$ cat config.mk
export PLATFORM = sky130hd
export DESIGN_NAME = sum_accumulator
export DESIGN_NICKNAME = d
export VERILOG_FILES = /design/src/rtl/sum_acc_pkg.sv /design/src/rtl/sum_acc_sat_add.sv /design/src/rtl/sum_accumulator.sv
export SDC_FILE = /design/constraint.sdc
export NUM_CORES = 1
export LEC_CHECK = 0
export ABC_AREA = 1
export CORE_MARGIN = 4
export CORE_UTILIZATION = 40
export CTS_BUF_LIST = sky130_fd_sc_hd__clkbuf_8
export CTS_CLUSTER_SIZE = 8
export DETAILED_ROUTE_END_ITERATION = 10
export GPL_TIMING_DRIVEN = 1
export MAX_ROUTING_LAYER = met4
export SLEW_MARGIN = 15
export SYNTH_ARGS = -nofsm -noshare
export SYNTH_HDL_FRONTEND = slang
export SYNTH_SLANG_ARGS = --single-unit
$ cat constraint.sdc
create_clock -name Clk -period 2.1 [get_ports Clk]
set_input_delay 0.42 -clock Clk [delete_from_list [all_inputs] [get_ports Clk]]
set_output_delay 0.42 -clock Clk [all_outputs]
set_load 0.01 [all_outputs]
$ cat src/rtl/sum_acc_pkg.sv
// Shared types and default sizing for the adder-result accumulator.
// The top module derives its own limits from its parameters; these are the defaults.
package sum_acc_pkg;

    typedef enum logic {
        ACCUM = 1'b0,
        HOLD  = 1'b1
    } state_e;

    localparam int IN_W_DEF      = 4;
    localparam int ACC_W_DEF     = 8;
    localparam int FRAME_LEN_DEF = 8;
    localparam int CNT_W_DEF     = 4;

    localparam int ACC_MAX = 2**ACC_W_DEF - 1;
    localparam int SMP_W   = IN_W_DEF + 1;

    // An adder result carries its carry-out as the extra top bit.
    function automatic int smp_width(input int in_w);
        return in_w + 1;
    endfunction

endpackage

$ cat src/rtl/sum_acc_sat_add.sv
// Combinational W-bit saturating adder; sat_o flags that the true sum exceeded 2**W-1.
module sat_add #(
    parameter int W = 8
) (
    input  logic [W-1:0] a_i,
    input  logic [W-1:0] b_i,
    output logic [W-1:0] sum_o,
    output logic         sat_o
);

    logic [W:0] raw;

    assign raw   = {1'b0, a_i} + {1'b0, b_i};
    assign sat_o = raw[W];
    assign sum_o = raw[W] ? {W{1'b1}} : raw[W-1:0];

endmodule

$ cat src/rtl/sum_accumulator.sv
// Accumulates FRAME_LEN adder results into a saturating total and hands the
// frame total to a sink over a valid/ready port.
module sum_accumulator
    import sum_acc_pkg::*;
#(
    parameter int IN_W      = IN_W_DEF,
    parameter int ACC_W     = ACC_W_DEF,
    parameter int FRAME_LEN = FRAME_LEN_DEF,
    parameter int CNT_W     = CNT_W_DEF
) (
    input  logic             Clk,
    input  logic             Reset,
    input  logic             En,
    input  logic             InValid,
    output logic             InReady,
    input  logic [IN_W-1:0]  Sum,
    input  logic             Overflow,
    input  logic             Clear,
    output logic [ACC_W-1:0] AccOut,
    output logic             OutValid,
    input  logic             OutReady,
    output logic             SatFlag
);

    localparam int SW = smp_width(IN_W);
    localparam logic [CNT_W-1:0] LAST_CNT = CNT_W'(FRAME_LEN - 1);

    state_e           state_q, state_d;
    logic [ACC_W-1:0] acc_q, acc_d;
    logic [CNT_W-1:0] cnt_q, cnt_d;
    logic             sat_q, sat_d;
    logic [ACC_W-1:0] out_q, out_d;
    logic             oval_q, oval_d;
    logic             osat_q, osat_d;

    logic [SW-1:0]    sample;
    logic [ACC_W-1:0] sample_ext;
    logic [ACC_W-1:0] acc_sum;
    logic             add_sat;
    logic             accept;

    assign sample     = {Overflow, Sum};
    assign sample_ext = ACC_W'(sample);

    sat_add #(.W(ACC_W)) u_sat_add (
        .a_i   (acc_q),
        .b_i   (sample_ext),
        .sum_o (acc_sum),
        .sat_o (add_sat)
    );

    assign InReady = En && (state_q == ACCUM) && !Clear;
    assign accept  = InValid && InReady;

    always_comb begin
        state_d = state_q;
        acc_d   = acc_q;
        cnt_d   = cnt_q;
        sat_d   = sat_q;
        out_d   = out_q;
        oval_d  = oval_q;
        osat_d  = osat_q;
        case (state_q)
            ACCUM: begin
                // Clear only acts when the block is enabled, so En low freezes everything.
                if (En && Clear) begin
                    acc_d = '0;
                    cnt_d = '0;
                    sat_d = 1'b0;
                end else if (accept) begin
                    if (cnt_q == LAST_CNT) begin
                        out_d   = acc_sum;
                        osat_d  = sat_q | add_sat;
                        oval_d  = 1'b1;
                        acc_d   = '0;
                        cnt_d   = '0;
                        sat_d   = 1'b0;
                        state_d = HOLD;
                    end else begin
                        acc_d = acc_sum;
                        cnt_d = cnt_q + 1'b1;
                        sat_d = sat_q | add_sat;
                    end
                end
            end
            HOLD: begin
                // Drain does not depend on En so a stalled pipe can still empty.
                if (oval_q && OutReady) begin
                    oval_d  = 1'b0;
                    state_d = ACCUM;
                end
            end
            default: state_d = ACCUM;
        endcase
    end

    always_ff @(posedge Clk or posedge Reset) begin
        if (Reset) begin
            state_q <= ACCUM;
            acc_q   <= '0;
            cnt_q   <= '0;
            sat_q   <= 1'b0;
            out_q   <= '0;
            oval_q  <= 1'b0;
            osat_q  <= 1'b0;
        end else begin
            state_q <= state_d;
            acc_q   <= acc_d;
            cnt_q   <= cnt_d;
            sat_q   <= sat_d;
            out_q   <= out_d;
            oval_q  <= oval_d;
            osat_q  <= osat_d;
        end
    end

    assign AccOut   = out_q;
    assign OutValid = oval_q;
    assign SatFlag  = osat_q;

endmodule

======== After elaboration in Yosys (flattened, before gate mapping) ========
Index checks and enable logic that the tools add are counted.
word-level totals
  register bits ........................... 24
  input port bits ......................... 11
cells by class
  add/sub/neg operators ................... 2
  eq/ne operators ......................... 5
  mux-type cells .......................... 20
  bitwise logic cells ..................... 3
  reductions and logical operators ........ 10
operator list
  operator                                                                 count
  8-bit 2-to-1 mux                                                         4
  4-bit 2-to-1 mux                                                         3
  1-bit 2-to-1 mux                                                         11
  8-bit by 5-bit adder with 9-bit output                                   1
  4-bit AND reduction                                                      2
  1-bit logical AND                                                        5
  4-bit by 1-bit adder with 4-bit output, second input constant            1
  4-bit by 3-bit equality test with 1-bit output, second input constant    1
  2-bit by 1-bit inequality test with 1-bit output, second input constant  2
  2-bit inequality test, second input constant                             2
  1-bit one-hot mux with 2 select lines                                    2
  1-bit inverter                                                           2
  2-bit AND reduction                                                      1
  2-bit nonzero test                                                       1
  1-bit zero test                                                          1
  1-bit bitwise OR                                                         1

======== Longest topological paths before layout ========
Gate-level depths: netlist of run 1.
  word-level depth ........................ 7
  mapped depth ............................ 10
  mapped depth without buffers ............ 10

======== Modules after synthesis ========
Synthesis of run 1 repeated with hierarchy kept, for this count alone.
unflattened totals
  cells, all modules ...................... 205
  area, all modules ....................... 1535.2 µm²
modules (own cells, without submodules)
  module           times used  cells each  area each (µm²)  seq. area each (µm²)
  sum_accumulator  1           128         1114.8           600.6
  sat_add          1           77          420.4            0.0

======== Worst setup path after synthesis of run 1 ========
Ideal clock, no wire load.
  path type ............................... in2reg
  start point ............................. input port Sum[0]
  end point ............................... register out_q[2] (netlist: AccOut[2])
  library setup time ...................... 121 ps
  arrival time ............................ 1620 ps
  data required time ...................... 1979 ps
  path slack .............................. 359 ps
  stages .................................. 9
  buffers on the path ..................... 1
  path through ............................ ha_1 fa_1 nand2_1 nand2_1 nand3_1 nand2_2 buf_6 a21oi_2 o21ai_1
on the way
  cells in the longest elaborated chain, start to end .. 2
RTL lines
  element                                 RTL line                RTL
  from (decl)                             sum_accumulator.sv:16   input logic [IN_W-1:0] Sum,
  8-bit by 5-bit adder with 9-bit output  sum_acc_sat_add.sv:13   assign raw = {1'b0, a_i} + {1'b0, b_i};
  8-bit 2-to-1 mux                        sum_acc_sat_add.sv:15   assign sum_o = raw[W] ? {W{1'b1}} : raw[W-1:0];
  to (signal assigned)                    sum_accumulator.sv:111  out_q <= out_d;
  to (decl)                               sum_accumulator.sv:32   logic [ACC_W-1:0] out_q, out_d;
Every way passes these cells.
A chain may end at the register's enable or synchronous reset.

======== Worst setup path in the final report of run 1 ========
  start point ............................. input port Sum[0]
  end point ............................... register sat_q
on the way
  cells in the longest elaborated chain, start to end .. 5
RTL lines
  element                                 RTL line                RTL
  8-bit by 5-bit adder with 9-bit output  sum_acc_sat_add.sv:13
  1-bit bitwise OR                        sum_accumulator.sv:82   sat_d = sat_q | add_sat;
  1-bit 2-to-1 mux                        sum_accumulator.sv:71   if (cnt_q == LAST_CNT) begin
  1-bit 2-to-1 mux                        sum_accumulator.sv:70   end else if (accept) begin
  1-bit 2-to-1 mux                        sum_accumulator.sv:66   if (En && Clear) begin
  to (signal assigned)                    sum_accumulator.sv:110  sat_q <= sat_d;
  to (decl)                               sum_accumulator.sv:31   logic sat_q, sat_d;
Every way passes these cells. The select of a mux whose other input is x is not followed.

==> results of run 1 <==
[timing repair]
action,4_1_cts,5_1_grt
endpoints found under the setup margin,0,6
setup buffers,0,1
hold buffers,0,0
resized for setup,0,3
[synthesized netlist by cell type]
cell type,count
nor2_4,2
nand3_1,12
o21ai_0,1
nand2_2,3
nor2_1,9
o21bai_1,1
dfrtp_1,24
a31oi_1,1
buf_6,2
buf_2,1
xor2_1,2
a21oi_1,2
nand2_1,66
inv_1,11
buf_4,1
o21ai_1,10
xnor2_1,1
ha_1,6
nand4_1,3
a21oi_2,1
inv_2,4
o211ai_2,1
or2_2,1
fa_1,1
nand3_2,1
nor2_8,2
or2_1,2
[cell type report]
class | instances | area share (%)
Clock buffer | 4 | 3.17
Inverter | 15 | 3.24
Multi-Input combinational cell | 128 | 40.4
Sequential cell | 24 | 34.6
Tap cell | 46 | 3.31
Timing Repair Buffer | 28 | 15.3
[routing by layer]
| layer | vias to the layer above | share of wire (%) | track usage (%) | wire length (um) |
|---|---|---|---|---|
| li1 | 600 | - | - | - |
| met1 | 535 | 51 | 18.8 | 1460 |
| met2 | 20 | 44 | 24.5 | 1250 |
| met3 | 4 | 3.7 | 2.36 | 107 |
| met4 | 0 | 1.5 | 7.36 | 42 |
| met5 | - | 0 | - | 0 |
[path summary, 6_finish.rpt]
path	endpoint	startpoint	slack, ns
worst max-delay path	sat_q$_DFFE_PP0P_	Sum[0]	0.10
worst max register to register	sat_q$_DFFE_PP0P_	acc_q[0]$_DFFE_PP0P_	0.29
max in group asynchronous	cnt_q[0]$_DFFE_PP0P_	Reset	1.37
worst min register to register	AccOut[3]$_DFFE_PP0P_	AccOut[3]$_DFFE_PP0P_	0.49
min in group Clk	AccOut[3]$_DFFE_PP0P_	AccOut[3]$_DFFE_PP0P_	0.49
worst min-delay path	AccOut[2]$_DFFE_PP0P_	Reset	0.49
[metrics by stage]
stage | setup TNS (ns) | hold slack, ns | instances | utilization, % | power (mW)
3_3_place_gp | -1.91 | 0.465 | 240 | 49.8 | 1.62
2_1_floorplan | 0 | 0.435 | 171 | - | 1.32
5_1_grt | 0 | 0.529 | 245 | 52.0 | 2.14
4_1_cts | 0 | 0.496 | 244 | 51.4 | 1.97
3_5_place_dp | -2.53 | 0.477 | 240 | 49.8 | 1.65
6_report | 0 | 0.486 | 245 | 52.0 | 1.95
[power groups by stage]
| stage | clock network, mW | logic (mW) | registers [mW] |
|---|---|---|---|
| global route | 0.348 | 1.00 | 0.790 |
| floorplan | 0 | 0.559 | 0.757 |
| detailed placement | 0 | 0.873 | 0.773 |
| global placement | 0 | 0.857 | 0.760 |
| finish | 0.315 | 0.871 | 0.762 |
| CTS | 0.328 | 0.877 | 0.764 |
[state kept, by name (all words and copies together) (netlist names)]
signal,count
cnt_q,4
SatFlag,1
state_q,1
AccOut,8
sat_q,1
acc_q,8
OutValid,1
[cell families (layout without fill, tap and decap cells)]
logic type      after synthesis  in the layout  synth area share, %
buf+inv                      19             47                 6.60
fa+ha+maj                     7              7                 6.87
xor+xnor                      3              3                 1.90
compound gates               17             17                 7.23
flops                        24             24                 43.4
simple gates                101            101                 34.0
[critical path: stages]
cell	delay [ns]
clkdlybuf4s50_1	0.40
ha_1	0.23
fa_1	0.38
nand2_1	0.10
nand2_1	0.07
nand3_1	0.13
nand2_4	0.11
buf_4	0.15
o211ai_2	0.12
inv_1	0.05
==> results by group, run 1 <==
Run status
  – Outcome: finished clean

Floorplan
  – Core Rows: 21
  – Core Region: 3340 um^2
  – DIE WIDTH: 66.8 um
  – Die outline height: 66.8 um
  – Floorplan die area: 4460 um^2
  – Initial Util: 41.5%
  – Top-level port count: 22

Cells and area
  – Layout cells sized above 1: 13.6%
  – Final #Nets: 218
  – Most frequent standard cell in the layout excluding fill and tap cells: nand2_1
  – Sequential cell area: 601 um^2
  – Number of antenna diodes: 0
  – Design area: 1740 um^2
  – Multi-input gate area in the final layout: 702 um^2
  – Layout fillers: 332
  – Most used cells in the layout excluding fill and tap cells: nand2_1 (66), dfrtp_1 (24), clkdlybuf4s50_1 (20)
  – Area growth from synthesis to layout: 25.5%

Power
  – Part of the power in combinational logic: 44.7%
  – Pwr per Cell Area: 1120 nW/um^2
  – Worst IR Drop VDD: 0.410 mV
  – Sequential share of power: 39.1%
  – Net Sw Power: 0.738 mW
  – Switching Share: 37.9%
  – Internal: 1.21 mW
  – Static Leakage: 0.930 nW
  – Share of power burned in the clock network: 16.2%

Synthesis
  – Ys Warns: 0
  – Synth Net Count: 189
  – Average footprint of a synthesized cell: 8.09 um^2
  – Largest cells by area after synthesis: dfrtp_1 (43%), nand2_1 (18%), ha_1 (5.4%)
  – Post-synth top area cell: dfrtp_1
  – Number of standard cells after synthesis: 171
  – Register bit total from synthesis: 24
  – Proportion of netlist area held by the largest area contributor: 43.4%
  – Register area share after synthesis: 43.4%
  – Mapped cell area: 1380 um^2
  – Distinct cells, synth: 27

GRT
  – Largest net degree at the start of global routing: 25
  – Via count of the first global-routing pass: 1182
  – Global-route wire length before repair: 5.04 mm
  – Residual overflow from global routing: 0
  – Initial antenna violation count: 0
  – Global Route Usage Sum: 15.3%

CTS
  – Clock insertion delay at the later pin of the skew report: 0.27 ns
  – Sink Count: 24
  – Number of CTS-inserted buffers: 3
  – Maximum clock path buffer count: 2
  – CTS clk-pin slew, worst paths: 0.09 ns
  – Clock Tree Root: clkbuf_8
  – Deepest level of the CTS H-tree: 1
  – Clock tree from TritonCTS: yes

Route
  – Detail Route Antenna Nets: 0
  – Iteration-0 DRC count of the detailed router: 44
  – Via Count: 1159
  – Sum of routed wire length over all layers: 2.86 mm
  – Vias per cell: 4.73
  – Remaining design rule violation count: 0
  – Post-DR wirelength/cell: 11.7 um
  – Total iterations of the first detailed-routing run: 4

Worst setup path
  – Worst Path Required: 2.27 ns
  – Startpoint type of the worst setup path: primary input
  – Critical path capture point type: flop
  – Largest fanout of any net on the critical path: 11
  – Arrival time at the worst endpoint: 2.16 ns
  – Cell depth of the worst flop-to-flop path: 9
  – Critical Setup Path Class: primary input to flop

Placed design
  – DP Wirelength: 2.19 mm
  – Last weighted congestion value of the routability-driven placer: 0.868
  – IO Port Bufs: 21
  – Worst Setup Slack post-DPL: -0.205 ns
  – Post-Place Cell Area: 1660 um^2

STA
  – Number of max-slew violations in the final report: 0
  – Slack of the critical path: 0.102 ns
  – Final period util: 95.1%
  – Measured slew at the worst slew-check pin: 0.309 ns
  – Final setup violation count: 0
  – Final Critical Period: 2.00 ns
  – Max_slew headroom: 79.4%
  – Fmax: 501 MHz
  – Clock tree skew after final layout: 0.00454 ns
  – Final hold violation count: 0
  – Unrepaired setup endpoints after global routing: no

Worst hold path
  – Worst min-delay path category: primary input to asynchronous set/reset pin

Job
  – Max-cap violations: 0
(Power assumes the default switching activity.)
==> run 2: changes to the inputs <==
- clock period: 2.1 -> 2.2 ns (I/O delays scaled with it)
==> run 2 against run 1 <==
Combinational power is 9.2% lower. Final cell count shrank 2.0%. Non-clock buffer count down 4. Clock-buffer cell count is 1 lower. Flip-flop and latch count unchanged. Routed wire length shrank 3.6%. Setup slack worse by 0.013 ns. Register-to-register slack better by 0.09 ns. Highest routed layer unchanged. Utilization fell by 1.5 points. Critical path depth down 6.
==> results by group, run 2 (synthesis gave the netlist of run 1 again) <==
GRT
  – Global-route wire length before repair: 4.95 mm
  – Largest net degree at the start of global routing: 25
  – Via count of the first global-routing pass: 1079
  – Global Route Usage Sum: 14.9%
  – Residual overflow from global routing: 0
  – Initial antenna violation count: 0

Floorplan
  – DIE WIDTH: 66.8 um
  – Die outline height: 66.8 um
  – Floorplan die area: 4460 um^2
  – Core Rows: 21
  – Initial Util: 41.5%
  – Top-level port count: 22
  – Core Region: 3340 um^2

Worst setup path
  – Cell Chain, Critical Path: clkdlybuf4s50_1, nand2_2, nor2_4, clkdlybuf4s50_1
  – Slowest Stage Delay on Critical Path: 0.54 ns
  – Cell depth of the worst flop-to-flop path: 10
  – Arrival time at the worst endpoint: 1.67 ns
  – Largest fanout of any net on the critical path: 2
  – Critical register-to-register path startpoint: acc_q[0]$_DFFE_PP0P_
  – Reg2Reg Capture Point: AccOut[5]$_DFFE_PP0P_
  – Cell family with the largest share of critical-path delay: buffers and inverters
  – Critical Setup Path Class: primary input to output port
  – Worst Setup SP: En
  – Critical path capture point type: output port
  – Most frequent cell on the critical path: clkdlybuf4s50_1
  – Buffers plus inverters on the worst setup path: 2
  – Critical Path Slowest Stage Cell: clkdlybuf4s50_1
  – Worst Path Required: 1.76 ns
  – Startpoint type of the worst setup path: primary input
  – Flop2flop setup slack: 0.38 ns

CTS
  – Clock Tree Root: clkbuf_8
  – Number of CTS-inserted buffers: 3
  – Sink Count: 24
  – Clock tree from TritonCTS: yes
  – Maximum clock path buffer count: 2
  – Deepest level of the CTS H-tree: 1
  – Buffers inserted during post-CTS setup optimization: 0
  – Clock insertion delay at the later pin of the skew report: 0.26 ns
  – CTS clk-pin slew, worst paths: 0.08 ns

Route
  – Iteration-0 DRC count of the detailed router: 71
  – Total iterations of the first detailed-routing run: 4
  – Remaining design rule violation count: 0
  – Post-DR wirelength/cell: 11.5 um
  – Sum of routed wire length over all layers: 2.76 mm
  – Via Count: 1113
  – Detail Route Antenna Nets: 0
  – Vias per cell: 4.64

Placed design
  – Post-Place Cell Area: 1640 um^2
  – IO Port Bufs: 21
  – Worst Setup Slack post-DPL: -0.129 ns
  – DP Wirelength: 2.12 mm
  – Total instance count after detailed placement: 237
  – Last weighted congestion value of the routability-driven placer: 0.881

Power
  – Internal: 1.09 mW
  – Power, Total: 1.77 mW
  – Part of the power in combinational logic: 44.7%
  – Net Sw Power: 0.674 mW
  – Static Leakage: 0.889 nW
  – Share of power burned in the clock network: 14.2%
  – Pwr per Cell Area: 1050 nW/um^2
  – Sequential share of power: 41.1%
  – Worst IR Drop VDD: 0.411 mV
  – Switching Share: 38.1%

Run status
  – Outcome: finished clean

Worst hold path
  – Hold Path Stages: 2
  – Hold endpoint: AccOut[3]$_DFFE_PP0P_
  – Worst min-delay path category: flop to flop
  – Start point of the worst min-delay path: AccOut[3]$_DFFE_PP0P_

Cells and area
  – Area growth from synthesis to layout: 21.8%
  – Most frequent standard cell in the layout excluding fill and tap cells: nand2_1
  – Layout cells sized above 1: 10.8%
  – Final #Nets: 214
  – Final core utilization: 50.5%
  – Finished Layout Cells: 240
  – Layout fillers: 326
  – Design area: 1690 um^2
  – Number of antenna diodes: 0
  – Most used cells in the layout excluding fill and tap cells: nand2_1 (66), dfrtp_1 (24), clkdlybuf4s50_1 (21)

STA
  – Final setup violation count: 0
  – Final Critical Period: 2.11 ns
  – Clock tree skew after final layout: 0.00208 ns
  – Number of max-slew violations in the final report: 0
  – Max_slew headroom: 79.7%
  – Final period util: 95.9%
  – Final hold violation count: 0
  – Slack of the critical path: 0.0892 ns
  – Fmax: 474 MHz
  – Hold Worst Slack: 0.482 ns
  – Unrepaired setup endpoints after global routing: no
  – Measured slew at the worst slew-check pin: 0.305 ns
  – Setup_tns: 0 ns

Job
  – Max-cap violations: 0
run 2: cell types whose count changed in the layout (fill, tap and decap cells not counted), sizes merged:
cell	previous run	this run
clkdlybuf4s50	20	21
dlymetal6s2s	1	0
buf	7	3
clkbuf	4	3
run 2: worst min-delay path: cells and delay by family, from the launching register on:
kind / cells / cell delay, ns
and+or+nand+nor: 2 / 0.10
DFF: 1 / 0.35
run 2: final cells by class:
cell class                      count  area [um^2]  area share [%]
Clock buffer                        3         41.3            2.45
Tap cell                           46         57.6            3.41
Inverter                           15         56.3            3.34
Timing Repair Buffer               24          233            13.8
Multi-Input combinational cell    128          697            41.4
Sequential cell                    24          601            35.6
run 2: power by group through the flow:
stage | clock network [mW] | registers, mW | logic [mW]
floorplan | 0 | 0.723 | 0.533
global placement | 0 | 0.726 | 0.792
detailed placement | 0 | 0.732 | 0.798
CTS | 0.267 | 0.725 | 0.801
global route | 0.281 | 0.747 | 0.916
finish | 0.250 | 0.726 | 0.791
run 2: what timing repair did:
action | in CTS | in global routing
hold buffers | 0 | 0
gates resized for setup | 0 | 1
endpoints found under the setup margin | 0 | 2
run 2: worst max-delay path by stage:
stage               cells after the start  slack (ns)                    end
floorplan                               9        0.44  AccOut[2]$_DFFE_PP0P_
global placement                       11       -0.06  AccOut[5]$_DFFE_PP0P_
detailed placement                     11       -0.13  AccOut[5]$_DFFE_PP0P_
CTS                                     4        0.08                InReady
global route                           11       0.006  AccOut[5]$_DFFE_PP0P_
finish                                  4        0.09                InReady
run 2: metal layers:
| layer | routed length, um | share of wire [%] | vias up | global-route usage [%] |
|---|---|---|---|---|
| met5 | 0 | 0 | - | - |
| met4 | 23 | 0.83 | 0 | 5.33 |
| met3 | 114 | 4.1 | 2 | 1.52 |
| met2 | 1200 | 44 | 20 | 21.9 |
| met1 | 1420 | 51 | 500 | 21.3 |
| li1 | - | - | 591 | - |
==> run 3: changes to the inputs <==
- CORE_UTILIZATION: 40 -> 45
- PLACE_DENSITY: not set -> 0.69
==> run 3 against run 2 <==
First-iteration DRC count down 1.4%. Clock-buffer cell count unchanged. Routed wire length down 1.9%. Via count up 1.9%. Setup slack worse by 0.023 ns. Clock skew up 0.0023 ns. Non-clock buffer count down 1. Sequential share of layout area about the same. Critical endpoint unchanged.
==> results by group, run 3 (synthesis gave the netlist of run 1 again) <==
Floorplan
  – Die outline height: 63.5 um
  – Top-level port count: 22
  – DIE WIDTH: 63.5 um
  – Initial Util: 48.5%
  – Core Rows: 19
  – Core Region: 2850 um^2
  – Floorplan die area: 4030 um^2

Run status
  – Outcome: finished clean

Placed design
  – Worst Setup Slack post-DPL: -0.142 ns
  – Total instance count after detailed placement: 221
  – Last weighted congestion value of the routability-driven placer: 0.849
  – IO Port Bufs: 21
  – Post-Place Cell Area: 1610 um^2
  – DP Wirelength: 2.11 mm

Worst setup path
  – Worst Path Required: 1.76 ns
  – Cell Chain, Critical Path: clkdlybuf4s50_1, nand2_2, nor2_4, clkdlybuf4s50_1
  – Flop2flop setup slack: 0.34 ns
  – Critical Path Slowest Stage Cell: clkdlybuf4s50_1
  – Worst Setup SP: En
  – Depth of the critical timing path with buffers and inverters included: 4
  – Buffers plus inverters on the worst setup path: 2
  – Critical Setup Path Class: primary input to output port
  – Most frequent cell on the critical path: clkdlybuf4s50_1
  – Worst setup endpoint: InReady
  – Critical path capture point type: output port
  – Largest fanout of any net on the critical path: 2
  – Cell family with the largest share of critical-path delay: buffers and inverters
  – Cell depth of the worst flop-to-flop path: 10
  – Startpoint type of the worst setup path: primary input
  – Critical register-to-register path startpoint: acc_q[0]$_DFFE_PP0P_
  – Arrival time at the worst endpoint: 1.69 ns
  – Slowest Stage Delay on Critical Path: 0.55 ns
  – Reg2Reg Capture Point: AccOut[7]$_DFFE_PP0P_

Route
  – Vias per cell: 5.04
  – Via Count: 1134
  – Iteration-0 DRC count of the detailed router: 70
  – Sum of routed wire length over all layers: 2.71 mm
  – Post-DR wirelength/cell: 12.0 um
  – Remaining design rule violation count: 0
  – Total iterations of the first detailed-routing run: 5
  – Detail Route Antenna Nets: 0

Cells and area
  – Finished Layout Cells: 225
  – Most used cells in the layout excluding fill and tap cells: nand2_1 (66), dfrtp_1 (24), clkdlybuf4s50_1 (21)
  – Most frequent standard cell in the layout excluding fill and tap cells: nand2_1
  – Area growth from synthesis to layout: 21.7%
  – Final #Nets: 213
  – Layout cells sized above 1: 10.8%
  – Layout fillers: 255
  – Number of antenna diodes: 0
  – Design area: 1680 um^2

CTS
  – Clock insertion delay at the later pin of the skew report: 0.26 ns
  – Gates resized, CTS repair: 0
  – Number of CTS-inserted buffers: 3
  – CTS clk-pin slew, worst paths: 0.08 ns
  – Clock tree from TritonCTS: yes
  – Deepest level of the CTS H-tree: 1
  – Maximum clock path buffer count: 2
  – Buffers inserted during post-CTS setup optimization: 0
  – Clock Tree Root: clkbuf_8
  – Sink Count: 24
  – Hold buffers post-CTS: 0

STA
  – Slack of the critical path: 0.0661 ns
  – Fmax: 469 MHz
  – Final period util: 97.0%
  – Setup_tns: 0 ns
  – Unrepaired setup endpoints after global routing: no
  – Number of max-slew violations in the final report: 0
  – Max_slew headroom: 79.9%
  – Clock tree skew after final layout: 0.00434 ns
  – Measured slew at the worst slew-check pin: 0.301 ns
  – Final setup violation count: 0
  – Final hold violation count: 0
  – Final Critical Period: 2.13 ns

GRT
  – Met3 capacity usage during global routing: 3.73%
  – Global-route wire length before repair: 4.69 mm
  – GRT met2 Usage: 24.1%
  – Largest net degree at the start of global routing: 25
  – Initial antenna violation count: 0
  – Layer with the highest usage: met2
  – Global Route Usage Sum: 15.0%
  – Via count of the first global-routing pass: 1070
  – Residual overflow from global routing: 0
  – GR Util met1: 18.9%

Power
  – Worst IR Drop VDD: 0.551 mV
  – Power, Total: 1.89 mW
  – Pwr per Cell Area: 1120 nW/um^2
  – Static Leakage: 0.897 nW

Job
  – Max-cap violations: 0

Worst hold path
  – Worst min-delay path category: flop to flop
  – Start point of the worst min-delay path: AccOut[1]$_DFFE_PP0P_
-- run 3: changes by cell type in the layout (fill, tap and decap cells not counted) --
cell and change:
nand2_4 -1, buf_4 -1, bufinv_16 +1, nand2_2 +1
-- run 3: cell type report --
type                            instances  area [um^2]  area share, %
Tap cell                               31         38.8           2.30
Clock buffer                            3         41.3           2.45
Sequential cell                        24          601           35.7
Multi-Input combinational cell        128          692           41.1
Clock inverter                          1         30.0           1.78
Timing Repair Buffer                   23          225           13.4
Inverter                               15         56.3           3.34
-- run 3: worst min path at each step --
| stage | to | slack (ns) | depth (start not counted) |
|---|---|---|---|
| floorplan | AccOut[0]$_DFFE_PP0P_ | 0.45 | 1 |
| global placement | AccOut[4]$_DFFE_PP0P_ | 0.46 | 2 |
| detailed placement | AccOut[3]$_DFFE_PP0P_ | 0.46 | 2 |
| CTS | AccOut[3]$_DFFE_PP0P_ | 0.49 | 2 |
| global route | AccOut[1]$_DFFE_PP0P_ | 0.51 | 2 |
| finish | AccOut[1]$_DFFE_PP0P_ | 0.48 | 2 |
-- run 3: report_power, final --
group          switching (mW)  internal, mW
logic                   0.422         0.361
registers               0.126         0.598
clock network           0.137         0.243
total                   0.685          1.20
-- run 3: per-layer routing --
| metal | wire length (um) | vias up |
|---|---|---|
| met5 | 0 | - |
| met4 | 23 | 0 |
| met3 | 157 | 4 |
| met2 | 1250 | 37 |
| met1 | 1280 | 505 |
| li1 | - | 588 |
-- run 3: tightest hold or removal path, cell delays in order, from the launching register on --
cell     delay [ns]
dfrtp_1        0.35
nand2_1        0.05
nand2_1        0.05
-- run 3: metrics by stage --
step,hold slack (ns),utilization [%]
detailed placement,0.465,56.5
CTS,0.487,59.0
global placement,0.462,56.5
global route,0.508,59.0
finish,0.481,59.0
floorplan,0.453,-
